--- src/rtl/cu_pkg.sv ---
// Shared opcodes, state encodings and A-source selects for the accumulator
// machine controller.
package cu_pkg;

  localparam logic [2:0] OP_LOAD  = 3'b000;
  localparam logic [2:0] OP_STORE = 3'b001;
  localparam logic [2:0] OP_ADD   = 3'b010;
  localparam logic [2:0] OP_SUB   = 3'b011;
  localparam logic [2:0] OP_INPUT = 3'b100;
  localparam logic [2:0] OP_JZ    = 3'b101;
  localparam logic [2:0] OP_JPOS  = 3'b110;
  localparam logic [2:0] OP_HALT  = 3'b111;

  typedef enum logic [3:0] {
    S_START  = 4'd0,
    S_FETCH  = 4'd1,
    S_DECODE = 4'd2,
    S_LOAD   = 4'd3,
    S_STORE  = 4'd4,
    S_ADD    = 4'd5,
    S_SUB    = 4'd6,
    S_INPUT  = 4'd7,
    S_JZ     = 4'd8,
    S_JPOS   = 4'd9,
    S_HALT   = 4'd10
  } state_t;

  localparam logic [1:0] ASEL_ALU = 2'b00;
  localparam logic [1:0] ASEL_IN  = 2'b01;
  localparam logic [1:0] ASEL_RAM = 2'b10;

  function automatic state_t exec_state(input logic [2:0] op);
    case (op)
      OP_LOAD:  return S_LOAD;
      OP_STORE: return S_STORE;
      OP_ADD:   return S_ADD;
      OP_SUB:   return S_SUB;
      OP_INPUT: return S_INPUT;
      OP_JZ:    return S_JZ;
      OP_JPOS:  return S_JPOS;
      default:  return S_HALT;
    endcase
  endfunction

endpackage

--- src/rtl/enter_sync_edge.sv ---
// Synchronises the raw Enter button and turns each rising edge into a
// registered one-clock pulse, SYNC_STAGES+1 clocks after the press.
module enter_sync_edge
  import cu_pkg::*;
#(
  parameter int SYNC_STAGES = 2
) (
  input  logic clk,
  input  logic clear,
  input  logic enter,
  output logic enter_pulse
);

  logic [SYNC_STAGES-1:0] sync_q;
  logic                   prev_q;
  logic                   pulse_q;

  always_ff @(posedge clk or negedge clear) begin
    if (!clear) begin
      sync_q  <= '0;
      prev_q  <= 1'b0;
      pulse_q <= 1'b0;
    end else begin
      sync_q  <= {sync_q[SYNC_STAGES-2:0], enter};
      prev_q  <= sync_q[SYNC_STAGES-1];
      pulse_q <= sync_q[SYNC_STAGES-1] & ~prev_q;
    end
  end

  assign enter_pulse = pulse_q;

endmodule

--- src/rtl/control_unit.sv ---
// Fetch/decode/execute controller for the 8-bit accumulator datapath.
// Moore outputs from state, except PCload in JZ/JPOS and Aload in INPUT.
module control_unit
  import cu_pkg::*;
#(
  parameter int SYNC_STAGES = 2
) (
  input  logic       clk,
  input  logic       clear,
  input  logic [2:0] IR75,
  input  logic       Aeq0,
  input  logic       Apos,
  input  logic       enter,
  output logic       IRload,
  output logic       JMPmux,
  output logic       PCload,
  output logic       Meminst,
  output logic       MemWr,
  output logic [1:0] Asel,
  output logic       Aload,
  output logic       Sub,
  output logic       halted,
  output logic [3:0] state
);

  state_t state_q;
  state_t state_d;
  logic   enter_pulse;

  enter_sync_edge #(.SYNC_STAGES(SYNC_STAGES)) u_enter (
    .clk         (clk),
    .clear       (clear),
    .enter       (enter),
    .enter_pulse (enter_pulse)
  );

  always_ff @(posedge clk or negedge clear) begin
    if (!clear) state_q <= S_START;
    else        state_q <= state_d;
  end

  always_comb begin
    state_d = S_START;
    case (state_q)
      S_START:  state_d = S_FETCH;
      S_FETCH:  state_d = S_DECODE;
      S_DECODE: state_d = exec_state(IR75);
      S_LOAD, S_STORE, S_ADD, S_SUB, S_JZ, S_JPOS:
                state_d = S_FETCH;
      S_INPUT:  state_d = enter_pulse ? S_FETCH : S_INPUT;
      S_HALT:   state_d = S_HALT;
      default:  state_d = S_START;
    endcase
  end

  always_comb begin
    IRload  = 1'b0;
    JMPmux  = 1'b0;
    PCload  = 1'b0;
    Meminst = 1'b0;
    MemWr   = 1'b0;
    Asel    = ASEL_ALU;
    Aload   = 1'b0;
    Sub     = 1'b0;
    halted  = 1'b0;
    case (state_q)
      S_FETCH: begin
        IRload = 1'b1;
        PCload = 1'b1;
      end
      S_DECODE: Meminst = 1'b1;
      S_LOAD: begin
        Meminst = 1'b1;
        Asel    = ASEL_RAM;
        Aload   = 1'b1;
      end
      S_STORE: begin
        Meminst = 1'b1;
        MemWr   = 1'b1;
      end
      S_ADD: begin
        Meminst = 1'b1;
        Aload   = 1'b1;
      end
      S_SUB: begin
        Meminst = 1'b1;
        Aload   = 1'b1;
        Sub     = 1'b1;
      end
      S_INPUT: begin
        Asel  = ASEL_IN;
        Aload = enter_pulse;
      end
      // Flags are sampled here, in the execute cycle, never earlier.
      S_JZ: begin
        Meminst = 1'b1;
        JMPmux  = 1'b1;
        PCload  = Aeq0;
      end
      S_JPOS: begin
        Meminst = 1'b1;
        JMPmux  = 1'b1;
        PCload  = Apos;
      end
      S_HALT:  halted = 1'b1;
      default: ;
    endcase
  end

  assign state = state_q;

endmodule

--- config.mk ---
export PLATFORM = sky130hd
export DESIGN_NAME = control_unit
export DESIGN_NICKNAME = d
export VERILOG_FILES = /design/src/rtl/cu_pkg.sv /design/src/rtl/enter_sync_edge.sv /design/src/rtl/control_unit.sv
export SDC_FILE = /design/constraint.sdc
export NUM_CORES = 1
export LEC_CHECK = 0
export CAP_MARGIN = 20
export CORE_ASPECT_RATIO = 0.8
export CORE_UTILIZATION = 25
export DETAILED_ROUTE_END_ITERATION = 12
export HOLD_SLACK_MARGIN = 0.05
export PLACE_DENSITY_LB_ADDON = 0.05
export SYNTH_ARGS = -nofsm -noshare
export SYNTH_HDL_FRONTEND = slang
export SYNTH_SLANG_ARGS = --single-unit
--- constraint.sdc ---
create_clock -name clk -period 2.9 [get_ports clk]
set_clock_uncertainty 0.1 [all_clocks]
set_input_delay 0.435 -clock clk [delete_from_list [all_inputs] [get_ports clk]]
set_output_delay 0.435 -clock clk [all_outputs]
set_load 0.03 [all_outputs]
# Word level (Yosys, flattened, before mapping)
# Index checks and enable logic that the tools add are counted.
[op_classes]
n_eq_ne = 16
mux = 12
bitwise_logic = 2
reduce_logical = 6
[ops]
columns = ["operator", "n"]
rows = [
  ["$pmux W4 S7", 1],
  ["$pmux W4 S5", 1],
  ["$eq A4 B3 Y1 const B", 4],
  ["$reduce_or A7 Y1", 2],
  ["$eq A4 B4 Y1 const B", 3],
  ["$eq A3 B3 Y1 const B", 3],
  ["$eq A4 B2 Y1 const B", 2],
  ["$eq A3 B2 Y1 const B", 2],
  ["$mux W1", 6],
  ["$eq A4 B1 Y1 const B", 1],
  ["$logic_not A4 Y1", 1],
  ["$pmux W2 S2", 1],
  ["$eq A3 B1 Y1 const B", 1],
  ["$logic_not A3 Y1", 1],
  ["$mux W3", 1],
  ["$pmux W1 S3", 1],
  ["$reduce_or A3 Y1", 1],
  ["$pmux W1 S2", 1],
  ["$reduce_or A2 Y1", 1],
  ["$and A1 B1 Y1", 1],
  ["$not A1 Y1", 1],
]
[totals]
ff_bits = 8
in_bits = 8
out_inout_bits = 14
wordCells = 40

# Longest topological paths before layout
# Gate-level depths: netlist of run 1.
[depth]
ltp_word = 3
mapped_depth = 4

# Modules after synthesis
# From an unflattened synthesis of run 1, not the netlist that was laid out.
[unflattened]
hier_cells = 49
hier_area_um2 = 466.7
[modules_own_cells]
columns = ["module", "instances", "cells_per_inst", "area_each_um2", "seq_area_each_um2"]
rows = [
  ["control_unit", 1, 44, 352.8, 100.1],
  ["enter_sync_edge", 1, 5, 113.9, 100.1],
]

# Worst setup path after synthesis of run 1
# No wires, ideal clock.
[synth_timing]
path_kind = "reg-to-output"
from = "register state_q[2], in the netlist state[2]"
to = "output Aload"
arrival_time_ns = 1.839
path_slack_ns = 0.526
stages_incl_launch_ff = 4
path_cell_list = "dfrtp_1 buf_2 nor2_1 nor4_1"
[synth_via]
elab_chain_cells = 3
word_cells_on_any_way = 6
cone_classes = "eq/ne: 4; mux: 1; reduce/logical: 1"
[synth_rtl]
columns = ["element", "line_no", "rtl"]
rows = [
  ["from (decl)", "control_unit.sv:26", "state_t state_q;"],
  ["from (signal assigned)", "control_unit.sv:39", "else state_q <= state_d;"],
  ["$eq A4 B2 Y1 / $eq A4 B3 Y1 (equally long branches)", "control_unit.sv:66", "case (state_q)"],
  ["$reduce_or A3 Y1 (no line)", "-", ""],
  ["$pmux W1 S2 (*)", "control_unit.sv:66", ""],
  ["to (decl)", "control_unit.sv:20", "output logic Aload,"],
]
# Mark *: on every way between the ends. The rest lies on a longest branch, timed or not.

# Worst setup path in the final report of run 1
# Ends and elaborated chain as after synthesis.

==> results of run 1 <==
-- how the worst max path moves through the flow --
stage | end | slack (ps)
floorplan | Aload | 530
global placement | PCload | 470
detailed placement | PCload | 450
CTS | Aload | 280
global route | Aload | 200
finish | Aload | 310
-- layout make-up --
| class | count | area share, % |
|---|---|---|
| timing repair buffer | 21 | 31.3 |
| multi-input combinational | 37 | 30.8 |
| sequential | 8 | 29.9 |
| tap | 22 | 4.10 |
| clock buffer | 3 | 3.36 |
| inverter | 1 | 0.560 |
-- where the power goes --
group | total [mW] | switching, mW | internal (mW)
clock network | 0.0812 | 0.0341 | 0.0471
registers | 0.206 | 0.0713 | 0.135
logic | 0.439 | 0.245 | 0.194
total | 0.726 | 0.350 | 0.376
-- logic make-up (layout without fill, tap and decap cells) --
| kind of cell | count (synthesis) | count (layout) |
|---|---|---|
| AOI/OAI and AO/OA | 11 | 11 |
| buffers and inverters | 5 | 25 |
| and+or+nand+nor | 25 | 25 |
| DFF | 8 | 8 |
| xor gates and xnor gates | 1 | 1 |
-- critical path: cells and delay by family, from the launching register on --
kind | cells | cell delay, ps
DFF | 1 | 530
and+or+nand+nor | 3 | 550
buffers and inverters | 1 | 720
-- sequential cells by signal, indices dropped and copies added (netlist names) --
name	flops
state	4
u_enter.enter_pulse	1
u_enter.prev_q	1
u_enter.sync_q	2
-- layout by cell type (no fill, tap or decap) --
cell type / synthesis / final
o22ai_1: 1 / 1
or3_1: 1 / 1
nor2_1: 6 / 6
xnor2_1: 1 / 1
nand2_1: 4 / 4
a21oi_1: 5 / 5
a32o_1: 1 / 1
nand2b_1: 1 / 1
dfrtp_1: 8 / 8
nor3b_1: 1 / 1
clkbuf_4: 0 / 3
nor3_1: 5 / 5
nor4_1: 2 / 2
o21ai_0: 1 / 1
a221oi_1: 1 / 1
clkdlybuf4s50_1: 0 / 21
a21o_2: 1 / 1
and3_1: 1 / 1
inv_2: 1 / 1
nor2b_1: 4 / 4
a211oi_1: 1 / 1
-- metal layers --
metal / wire, µm / vias up / global-route usage [%]
li1: - / 220 / -
met5: 0 / - / 0
met2: 436 / 13 / 17.4
met4: 14 / 0 / 6.62
met1: 522 / 196 / 15.2
met3: 55 / 2 / 6.20
-- stage by stage --
stage	util (%)	total power, mW	area, µm²	hold WS [ps]
final	41.2	0.726	671	246
after global routing	41.2	0.784	671	253
after CTS	41.2	0.734	671	246
after detailed placement	39.8	0.651	648	236
after global placement	39.8	0.651	648	240
after floorplan	-	0.489	437	39.4
==> impl_metrics.env, run 1 <==
export IMPL_status="completed"
export IMPL_rows=13
export IMPL_synth_top_area_cell="dfrtp_1"
export IMPL_grt_total_usage_pct=12.3
export IMPL_routed_wl_mm=1.03
export IMPL_reg2reg_to="state[0]$_DFF_PN0_"
export IMPL_cts_setup_buffers=0
export IMPL_synthToLayoutAreaGrowth_pct=53.6
export IMPL_antenna_found_initial=0
export IMPL_vias=431
export IMPL_synth_seq_cells=8
export IMPL_cp_slowest_cell="clkdlybuf4s50_1"
export IMPL_rr_worst_depth=3
export IMPL_post_cts_resized=0
export IMPL_yosysWarnings=0
export IMPL_htreeDepth=1
export IMPL_finalSetupTns_ps=0
export IMPL_fill_cells=172
export IMPL_cp_required_ps=2370
export IMPL_whs_endpoint="u_enter.sync_q[1]$_DFF_PN0_"
export IMPL_synth_async_reset_ratio_pct=100
export IMPL_cp_end_kind="primary output"
export IMPL_synth_fa_ha_area_share_pct=0
export IMPL_synthFlopType="dfrtp_1"
export IMPL_cts_tree="done"
export IMPL_io_pins=22
export IMPL_r2r_start="state[2]$_DFF_PN0_"
export IMPL_multi_input_area_um2=206
export IMPL_avgSynthCellArea_um2=8.73
export IMPL_nets=80
export IMPL_drc_errors=0
export IMPL_path_clk_slew_ps=50
export IMPL_core_area_um2=1630
export IMPL_startpoint="state[2]$_DFF_PN0_"
export IMPL_gp_congestion=0.710
export IMPL_grt_pass1_wl_mm=1.64
export IMPL_crit_type="reg -> out"
export IMPL_yosysUniqueCellTypes=21
export IMPL_dpl_cell_count=89
export IMPL_cts_hold_buffers=0
export IMPL_tightest_slew_ps=438
export IMPL_p_per_area_nw_per_um2=1080
export IMPL_die_area_um2=1920
export IMPL_start_util_pct=26.8
export IMPL_synth_area_mux_share_pct=0
export IMPL_synth_common_cells="dfrtp_1, nor2_1, a21oi_1, nor3_1"
export IMPL_seqCellArea_um2=200
export IMPL_r2r_setup_slack_ps=1500
export IMPL_place_ws_ps=451
export IMPL_cp_start_kind="flop"
export IMPL_cp_common_cell="nor2b_1"
export IMPL_ant_nets=0
export IMPL_clkLatencyLatePin_ps=250
export IMPL_period_needed_ps=2590
export IMPL_relSlewSlack_pct=70.8
export IMPL_setup_ws_ps=314
export IMPL_die_y_um=39.4
export IMPL_clockBufferDepth=2
export IMPL_synth_edf_count=0
export IMPL_worstHoldStart="u_enter.sync_q[0]$_DFF_PN0_"
export IMPL_max_stage_delay_ps=720
export IMPL_synth_top_area_share_pct=45.8
export IMPL_numCtsBuffers=3
export IMPL_wl_per_cell_um=11.2
export IMPL_arrival_ps=2050
export IMPL_p_leak_nw=0.258
export IMPL_path_max_fanout=14
export IMPL_min_path_type="reg -> reg"
export IMPL_die_w_um=48.7
export IMPL_final_cells=92
export IMPL_maxSlewViolCount=0
export IMPL_synthCells=50
export IMPL_synth_compound_area_share_pct=16.3
export IMPL_synth_top_cells_by_area="dfrtp_1, a21oi_1, nor2b_1"
export IMPL_grt_overflow=0
export IMPL_drtPass1Iterations=3
export IMPL_grt_max_degree=16
export IMPL_grt_pass1_vias=363
export IMPL_yosys_area_share_simple_pct=28.9
export IMPL_drive_gt1_share_pct=7.14
export IMPL_fmax_mhz=387
export IMPL_portBuffers=21
export IMPL_via_per_inst=4.68
export IMPL_rsz0062_at_grt="no"
export IMPL_cp_cell_sequence="nor2b_1, nor2b_1, nor4_1, clkdlybuf4s50_1"
export IMPL_drtIter0Drc=2
export IMPL_hold_depth=0
export IMPL_clockRootBuffer="clkbuf_4"
export IMPL_synth_area_um2=437
export IMPL_ir_drop_mv=0.452
export IMPL_synth_top_family_by_area="simple AND/OR/NAND/NOR gates"
export IMPL_maxCapViolCount=0
export IMPL_setup_viol=0
export IMPL_synth_most_common_cell="dfrtp_1"
export IMPL_antenna_cells=0
export IMPL_fin_crit_sh_pct=89.2
export IMPL_hold_viol=0
export IMPL_cts_sinks=8
export IMPL_synth_xor_xnor_area_share_pct=2.01
export IMPL_syn_nets=58
export IMPL_ys_seq_area_share_pct=45.8
(Power assumes the default switching activity.)
==> inputs of run 2 (changes only) <==
--- a/config.mk
+++ b/config.mk
@@ -5,6 +5,7 @@
 export SDC_FILE = /design/constraint.sdc
 export NUM_CORES = 1
 export LEC_CHECK = 0
+export ABC_CLOCK_PERIOD_IN_PS = 2900
 export CAP_MARGIN = 20
 export CORE_ASPECT_RATIO = 0.8
 export CORE_UTILIZATION = 25
==> results of run 2 <==
Final layout, timing and power as in run 1 (identical DEF).
